## src/rtl/adas_sensor_filter.sv

```systemverilog
// Camera/radar detect conditioning for the ADAS brake path: per-channel debounce,
// per-sensor heartbeat watchdogs and an OK/FAULT/RECOVER availability state machine.
module adas_sensor_filter #(
  parameter int DEBOUNCE_CYCLES = 4,
  parameter int TIMEOUT_CYCLES  = 1000,
  parameter int RECOVER_CYCLES  = 16
) (
  input  logic clock,
  input  logic reset,
  input  logic camera_raw,
  input  logic radar_raw,
  input  logic camera_alive,
  input  logic radar_alive,
  input  logic error_clear,
  output logic camera,
  output logic radar,
  output logic adas_error
);

  localparam int DB_W = $clog2(DEBOUNCE_CYCLES + 1);
  localparam int WD_W = $clog2(TIMEOUT_CYCLES + 1);
  localparam int RC_W = $clog2(RECOVER_CYCLES + 1);

  localparam logic [DB_W-1:0] DB_LAST = DB_W'(DEBOUNCE_CYCLES - 1);
  localparam logic [WD_W-1:0] WD_MAX  = WD_W'(TIMEOUT_CYCLES);
  localparam logic [RC_W-1:0] RC_LAST = RC_W'(RECOVER_CYCLES - 1);

  typedef enum logic [1:0] {
    ST_OK      = 2'd0,
    ST_FAULT   = 2'd1,
    ST_RECOVER = 2'd2
  } state_t;

  // Index 0 is the camera, index 1 the radar, for both filters and watchdogs.
  logic [1:0]      raw_vec;
  logic [1:0]      alive_vec;
  logic [1:0]      filt;
  logic [DB_W-1:0] db_cnt [2];
  logic [WD_W-1:0] wd_cnt [2];
  logic [1:0]      timeout;
  logic            any_timeout;
  state_t          state;
  logic [RC_W-1:0] rec_cnt;

  function automatic logic [WD_W-1:0] wd_sat_inc(input logic [WD_W-1:0] v);
    return (v == WD_MAX) ? v : v + WD_W'(1);
  endfunction

  assign raw_vec   = {radar_raw, camera_raw};
  assign alive_vec = {radar_alive, camera_alive};

  // Debounce: a raw/filtered disagreement must persist DEBOUNCE_CYCLES edges.
  always_ff @(posedge clock or posedge reset) begin
    if (reset) begin
      filt <= '0;
      for (int i = 0; i < 2; i++) db_cnt[i] <= '0;
    end else begin
      for (int i = 0; i < 2; i++) begin
        if (raw_vec[i] == filt[i]) begin
          db_cnt[i] <= '0;
        end else if (db_cnt[i] == DB_LAST) begin
          filt[i]   <= raw_vec[i];
          db_cnt[i] <= '0;
        end else begin
          db_cnt[i] <= db_cnt[i] + DB_W'(1);
        end
      end
    end
  end

  // Watchdogs: a heartbeat always wins over reaching saturation on the same edge.
  always_ff @(posedge clock or posedge reset) begin
    if (reset) begin
      for (int i = 0; i < 2; i++) wd_cnt[i] <= '0;
    end else begin
      for (int i = 0; i < 2; i++) begin
        wd_cnt[i] <= alive_vec[i] ? '0 : wd_sat_inc(wd_cnt[i]);
      end
    end
  end

  assign timeout[0]  = (wd_cnt[0] == WD_MAX);
  assign timeout[1]  = (wd_cnt[1] == WD_MAX);
  assign any_timeout = |timeout;

  // Availability state machine; reset lands in RECOVER so a clean run-in is required.
  always_ff @(posedge clock or posedge reset) begin
    if (reset) begin
      state   <= ST_RECOVER;
      rec_cnt <= '0;
    end else begin
      case (state)
        ST_OK: begin
          if (any_timeout) state <= ST_FAULT;
        end
        ST_FAULT: begin
          if (error_clear && !any_timeout) begin
            state   <= ST_RECOVER;
            rec_cnt <= '0;
          end
        end
        ST_RECOVER: begin
          if (any_timeout) begin
            state   <= ST_FAULT;
            rec_cnt <= '0;
          end else if (rec_cnt == RC_LAST) begin
            state   <= ST_OK;
            rec_cnt <= '0;
          end else begin
            rec_cnt <= rec_cnt + RC_W'(1);
          end
        end
        default: begin
          state   <= ST_FAULT;
          rec_cnt <= '0;
        end
      endcase
    end
  end

  assign adas_error = (state != ST_OK);
  assign camera     = filt[0] & (state == ST_OK);
  assign radar      = filt[1] & (state == ST_OK);

endmodule

```

## config.mk

```make
export PLATFORM = sky130hd
export DESIGN_NAME = adas_sensor_filter
export DESIGN_NICKNAME = d
export VERILOG_FILES = /design/src/rtl/adas_sensor_filter.sv
export SDC_FILE = /design/constraint.sdc
export NUM_CORES = 1
export LEC_CHECK = 0
export CAP_MARGIN = 40
export CORE_MARGIN = 5
export CORE_UTILIZATION = 40
export CTS_CLUSTER_DIAMETER = 80
export DETAILED_ROUTE_END_ITERATION = 12
export PLACE_DENSITY = 0.67
export REMOVE_ABC_BUFFERS = 1
export SETUP_SLACK_MARGIN = 0.4
export SLEW_MARGIN = 20
export SYNTH_ARGS = -nofsm -noshare
export SYNTH_HDL_FRONTEND = slang
export SYNTH_SLANG_ARGS = --single-unit
```

## constraint.sdc

```tcl
create_clock -name clock -period 1.7 [get_ports clock]
set_input_delay 0.425 -clock clock [delete_from_list [all_inputs] [get_ports clock]]
set_output_delay 0.425 -clock clock [all_outputs]
set_load 0.02 [all_outputs]
```

Yosys cells after proc, flatten, opt, wreduce, memory -nomap -nowiden
Cells that the tools add are included.
Widths: inputs -> output; s select.
{"block": "totals", "ramBits": 0, "inputBits": 7, "latch_bits": 0, "output_inout_bits": 3, "memories": 0, "romBits": 0, "regBits": 35}
{"block": "op_classes", "n_mul": 0, "shift": 0, "n_addsub": 5, "magnitude_cmp": 0, "bitwise": 5, "mux": 17, "eq_ne": 14, "div": 0, "reduce_logical": 9}
{"op": "$mux 10", "count": 4}
{"op": "$add 10x1->10 const B", "count": 2}
{"op": "$eq 10x10->1 const B", "count": 2}
{"op": "$mux 5", "count": 3}
{"op": "$pmux 5 s3", "count": 1}
{"op": "$mux 3", "count": 4}
{"op": "$mux 2", "count": 4}
{"op": "$ne 2x2->1 const B", "count": 4}
{"op": "$add 3x1->3 const B", "count": 2}
{"op": "$eq 3x2->1 const B", "count": 2}
{"op": "$pmux 2 s3", "count": 1}
{"op": "$reduce_and 2->1", "count": 3}
{"op": "$add 5x1->5 const B", "count": 1}
{"op": "$eq 5x4->1 const B", "count": 1}
{"op": "$ne 3x3->1 const B", "count": 1}
{"op": "$not 1->1", "count": 3}
{"op": "$reduce_and 3->1", "count": 1}
{"op": "$and 1x1->1", "count": 2}
{"op": "$eq 1x1->1", "count": 2}
{"op": "$eq 2x1->1 const B", "count": 1}
{"op": "$eq 2x2->1 const B", "count": 1}
{"op": "$logic_not 2->1", "count": 1}
{"op": "$reduce_bool 2->1", "count": 1}
{"op": "$reduce_or 2->1", "count": 1}
{"op": "2 further kinds", "count": 2}

Logic depth before layout (Yosys ltp)
{"block": "depth", "word_depth": 6, "mapped_depth": 7}

Worst setup path before layout
OpenSTA, ideal clock, no wires.
{"block": "synth_path", "path_type": "flip-flop to flip-flop", "from": "register wd_cnt[10] (netlist bit)", "to": "register rec_cnt[0]", "t_required_ps": 1635, "setup_ps": 65, "arrival_ps": 1709, "path_slack_ps": -74, "period_less_slack_ps": 1774, "path_stages_with_launch": 8, "path_cell_list": "dfrtp_1 inv_1 ha_1 nand2_1 or4_1 buf_2 a41oi_2 mux2_2"}
{"block": "synth_via", "elab_chain_cells": 6}
{"element": "start, declared", "line_no": "39", "text": "logic [WD_W-1:0] wd_cnt [2];"}
{"element": "start signal, assigned by index", "line_no": "77", "text": "wd_cnt[i] <= alive_vec[i] ? '0 : wd_sat_inc(wd_cnt[i]);"}
{"element": "$eq 10x10->1 *", "line_no": "82", "text": "assign timeout[0] = (wd_cnt[0] == WD_MAX);"}
{"element": "$reduce_or 2->1 *", "line_no": "84", "text": "assign any_timeout = |timeout;"}
{"element": "$logic_not 1->1", "line_no": "97", "text": "if (error_clear && !any_timeout) begin"}
{"element": "$logic_and 1x1->1", "line_no": "97"}
{"element": "$ne 2x2->1 (no line)"}
{"element": "$reduce_and 2->1 (no line)"}
{"element": "end signal, assigned", "line_no": "110", "text": "rec_cnt <= rec_cnt + RC_W'(1);"}
{"element": "end, declared", "line_no": "43", "text": "logic [RC_W-1:0] rec_cnt;"}
Mark *: on every way between the ends. The rest lies on a longest branch, timed or not.
A chain may end at the register's enable or synchronous reset.

Worst setup path in the final report
{"block": "layout_path", "from": "register wd_cnt[12] (netlist bit)", "to": "register rec_cnt[2]"}
The elaborated chain is that of the path after synthesis.

==> impl_results.rst <==
.. list-table::
   :header-rows: 1

   * - Metric
     - Value
   * - Outcome
     - finished with violations
   * - Violated checks
     - setup timing
   * - Arrival time at the worst endpoint
     - ~1.9 ns
   * - Number of global-route vias before repair
     - approximately 1300
   * - Die extent in x
     - 76.6 um
   * - Synthesized area
     - approximately 0.0018 sq mm
   * - Async set or reset register ratio after synthesis
     - 1.00
   * - Clk root buf
     - clkbuf_8
   * - Total Neg Setup Slack
     - -0.192 ns
   * - Max VDD drop
     - about 0.52 mV
   * - Number of input and output port buffers inserted
     - 9
   * - Sequential-to-total area share from yosys stat
     - 0.495
   * - Worst-Margin Slew
     - 0.465 ns
   * - Top cells by area in the synthesized netlist
     - dfrtp_1 48%, xor2_1 5.4%, ha_1 4.9%, nand2_1 3.8%, nor2_1 3.4%
   * - CP Class
     - register to register
   * - Max Buffers Root-to-Sink
     - 2
   * - Total Die Area
     - 0.00586 sq mm
   * - Setup skew after layout
     - 0.00540 ns
   * - Unrepaired setup endpoints after global routing
     - yes
   * - Worst hold slack across all endpoints
     - 0.385 ns
   * - Vertical extent of the die
     - ~77 um
   * - Main flop type after synthesis
     - dfrtp_1
   * - Area grow syn2layout
     - 41.9%
   * - Fin worst setup slack
     - -0.0669 ns
   * - Antenna diode count
     - 0
   * - TritonCTS Sinks
     - 35
   * - Number of DRC markers after the initial detailed-route iteration
     - 85
   * - Final instance count without filler cells
     - approximately 280
   * - Total number of H-tree levels
     - 2
   * - Per-instance average area after synthesis
     - about 10 sq um
   * - Max_cap viols
     - 0
   * - Worst endpoint required time
     - 1.86 ns
   * - Number of pins exceeding their max-slew limit in the final report
     - 0
   * - Delay-heaviest family, CP
     - simple AND/OR/NAND/NOR gates
   * - Aggregate global-route resource usage
     - 0.130
   * - Final Total Pwr
     - 2.60 mW
   * - Routed wire length
     - 3920 um
   * - Endpoint type of the worst setup path
     - register
   * - Average wire per cell in the routed design
     - between 10 and 15 um
   * - Weighted congestion at the end of routability-driven global placement
     - 0.804
   * - Cell variety after synth
     - 39
   * - Min cycle time layout
     - 1.77 ns
   * - Number of iterations in the first detailed-routing pass
     - 4
   * - Total number of vias
     - between 1000 and 1500
   * - CP Max Fanout
     - 5
   * - Top-level port count
     - 10
   * - Crit share post-route
     - 1.04
   * - Instance count after placement with tap cells included
     - 255
   * - Pin count of the biggest net entering global routing
     - 12
   * - TritonCTS clock tree
     - yes
   * - Most frequent standard cell in the layout excluding fill and tap cells
     - dfrtp_1
   * - Power Dens Cells
     - 1030 mW/mm^2
   * - Kind of start point of the critical path
     - register
   * - Hold Fails Final Rpt
     - 0
   * - Number of antenna-violating nets in the routed design
     - 0
   * - Buf+Inv Stages, Crit Path
     - 1
   * - Worst setup slack before clock tree synthesis
     - -0.0800 ns
   * - Achievable frequency
     - between 0.5 and 0.6 GHz
   * - Number of flip-flops and latches in the synthesized netlist
     - 35
   * - Final nets
     - 236
   * - Core Box Area
     - ~0.0043 sq mm
   * - Setup-failing EPs final
     - 6
   * - Cell breakdown of the critical path
     - or3b_4, buf_6, nor4_4, nor4_1, or3_1
   * - Leading cell types in the layout, fill and taps excluded
     - 34 x dfrtp_1, 28 x buf_4, 15 x nor2_1, 12 x nand2_1
   * - Number of placement rows
     - 24
   * - Via density
     - ~5.2
   * - Path type of the worst min-delay path
     - input pin to async pin
   * - Headroom to the max-slew limit
     - 0.689
   * - Number of instances in the synthesized netlist
     - 175
   * - Wire length of the first global-routing pass
     - 6240 um
   * - Clk Latency, worst-skew pair
     - about 0.28 ns
   * - DRC Markers
     - 0
   * - Longest individual stage delay on the worst path
     - around 0.4 ns
   * - Number of antenna violations at the first check in global routing
     - 0
   * - Share of Yosys cell area claimed by the top area cell type
     - 0.480
   * - Critical-path cell with the highest stage delay
     - or3b_4
   * - Number of synthesized flops with an enable pin
     - 0
   * - Static leakage
     - 1.11 nW
   * - Clock Pin Slew Worst Setup and Hold Paths
     - 0.07 ns
   * - Total global routing overflow
     - 0
   * - Hold buffer count at CTS
     - 0
   * - Fraction of layout cells with a size suffix above 1
     - 0.390
   * - Syn. warnings
     - 0
   * - Effective utilization at floorplan
     - 0.410
   * - DP Wirelength
     - 2450 um
   * - Cell accounting for the most synthesized area
     - dfrtp_1
   * - CTS buffer count
     - 5
path summary, 6_finish.rpt:
kind                       slack (ns)                      to              startpoint  cells past startpoint
max in group asynchronous        0.85  rec_cnt[0]$_DFFE_PP0P_                   reset                      3
min                              0.39    state[0]$_DFFE_PP0P_                   reset                      2
max                             -0.07  rec_cnt[2]$_DFFE_PP0P_  wd_cnt[12]$_DFFE_PP0P_                      5
min reg2reg                      0.44     db_cnt[3]$_DFF_PP0_     db_cnt[3]$_DFF_PP0_                      1
min in group clock               0.44     db_cnt[3]$_DFF_PP0_     db_cnt[3]$_DFF_PP0_                      1
max reg2reg                     -0.07  rec_cnt[2]$_DFFE_PP0P_  wd_cnt[12]$_DFFE_PP0P_                      5
metrics by stage:
stage	cell area (sq um)	utilization
floorplan	1740	-
global placement	2070	0.479
detailed placement	2070	0.479
CTS	2350	0.543
global route	2510	0.582
finish	2510	0.582
final cells by class:
| cell class | count | area, sq um |
|---|---|---|
| Clock inverter | 2 | 35.0 |
| Inverter | 8 | 30.0 |
| Tap cell | 52 | 65.1 |
| Multi-Input combinational cell | 127 | 1030 |
| Timing Repair Buffer | 45 | 394 |
| Fill cell | 366 | 1810 |
| Sequential cell | 35 | 877 |
| Clock buffer | 6 | 82.6 |
timing repair:
| action | CTS | global route |
|---|---|---|
| setup buffers | 6 | 6 |
| resized for setup | 41 | 30 |
| pin swaps | 13 | 18 |
| endpoints found under the setup margin | 19 | 25 |
registers in the layout, indices dropped and copies added, names as in the netlist:
signal   count
filt         2
wd_cnt      20
rec_cnt      5
db_cnt       6
state        2
kinds of logic (layout without fill, tap and decap cells):
logic type | after synthesis | count (layout) | share of synthesized area
AND/OR/NAND/NOR | 84 | 84 | 0.263
flip-flops | 35 | 35 | 0.495
AO/OA/AOI/OAI | 19 | 19 | 0.0699
XOR/XNOR | 16 | 16 | 0.0791
buffers and inverters | 13 | 61 | 0.0367
adder cells (fa/ha/maj) | 7 | 7 | 0.0494
multiplexers | 1 | 1 | 0.00636
synth_stat cells (all sizes together), types with 2 or more instances:
master / count
and4: 3
and3: 2
nand3: 11
nor2b: 3
nand4: 3
inv: 8
nand2: 18
nor3: 5
buf: 4
a41oi: 2
ha: 7
a211oi: 2
xor2: 11
nor4: 3
xnor2: 5
nand3b: 3
nor3b: 4
or3: 4
a21oi: 6
dfrtp: 34
nor2: 16
nand2b: 3
o21ai: 7
power by group:
group          internal (mW)  total [mW]  switching (mW)  leakage [nW]
Combinational          0.398       0.782           0.384         0.588
Sequential             0.966        1.05          0.0864         0.463
Clock                  0.474       0.764           0.290        0.0612
Total                   1.84        2.60           0.761          1.11
layer usage:
layer	part of all wire	vias up	global-route usage	wire length, um
li1	-	704	-	-
met1	0.46	690	0.175	1810
met2	0.48	30	0.202	1900
met3	0.038	6	0.0284	148
met4	0.016	0	0.0524	62
met5	0	-	0	0
No activity file was read; power rests on OpenSTA's default activity.
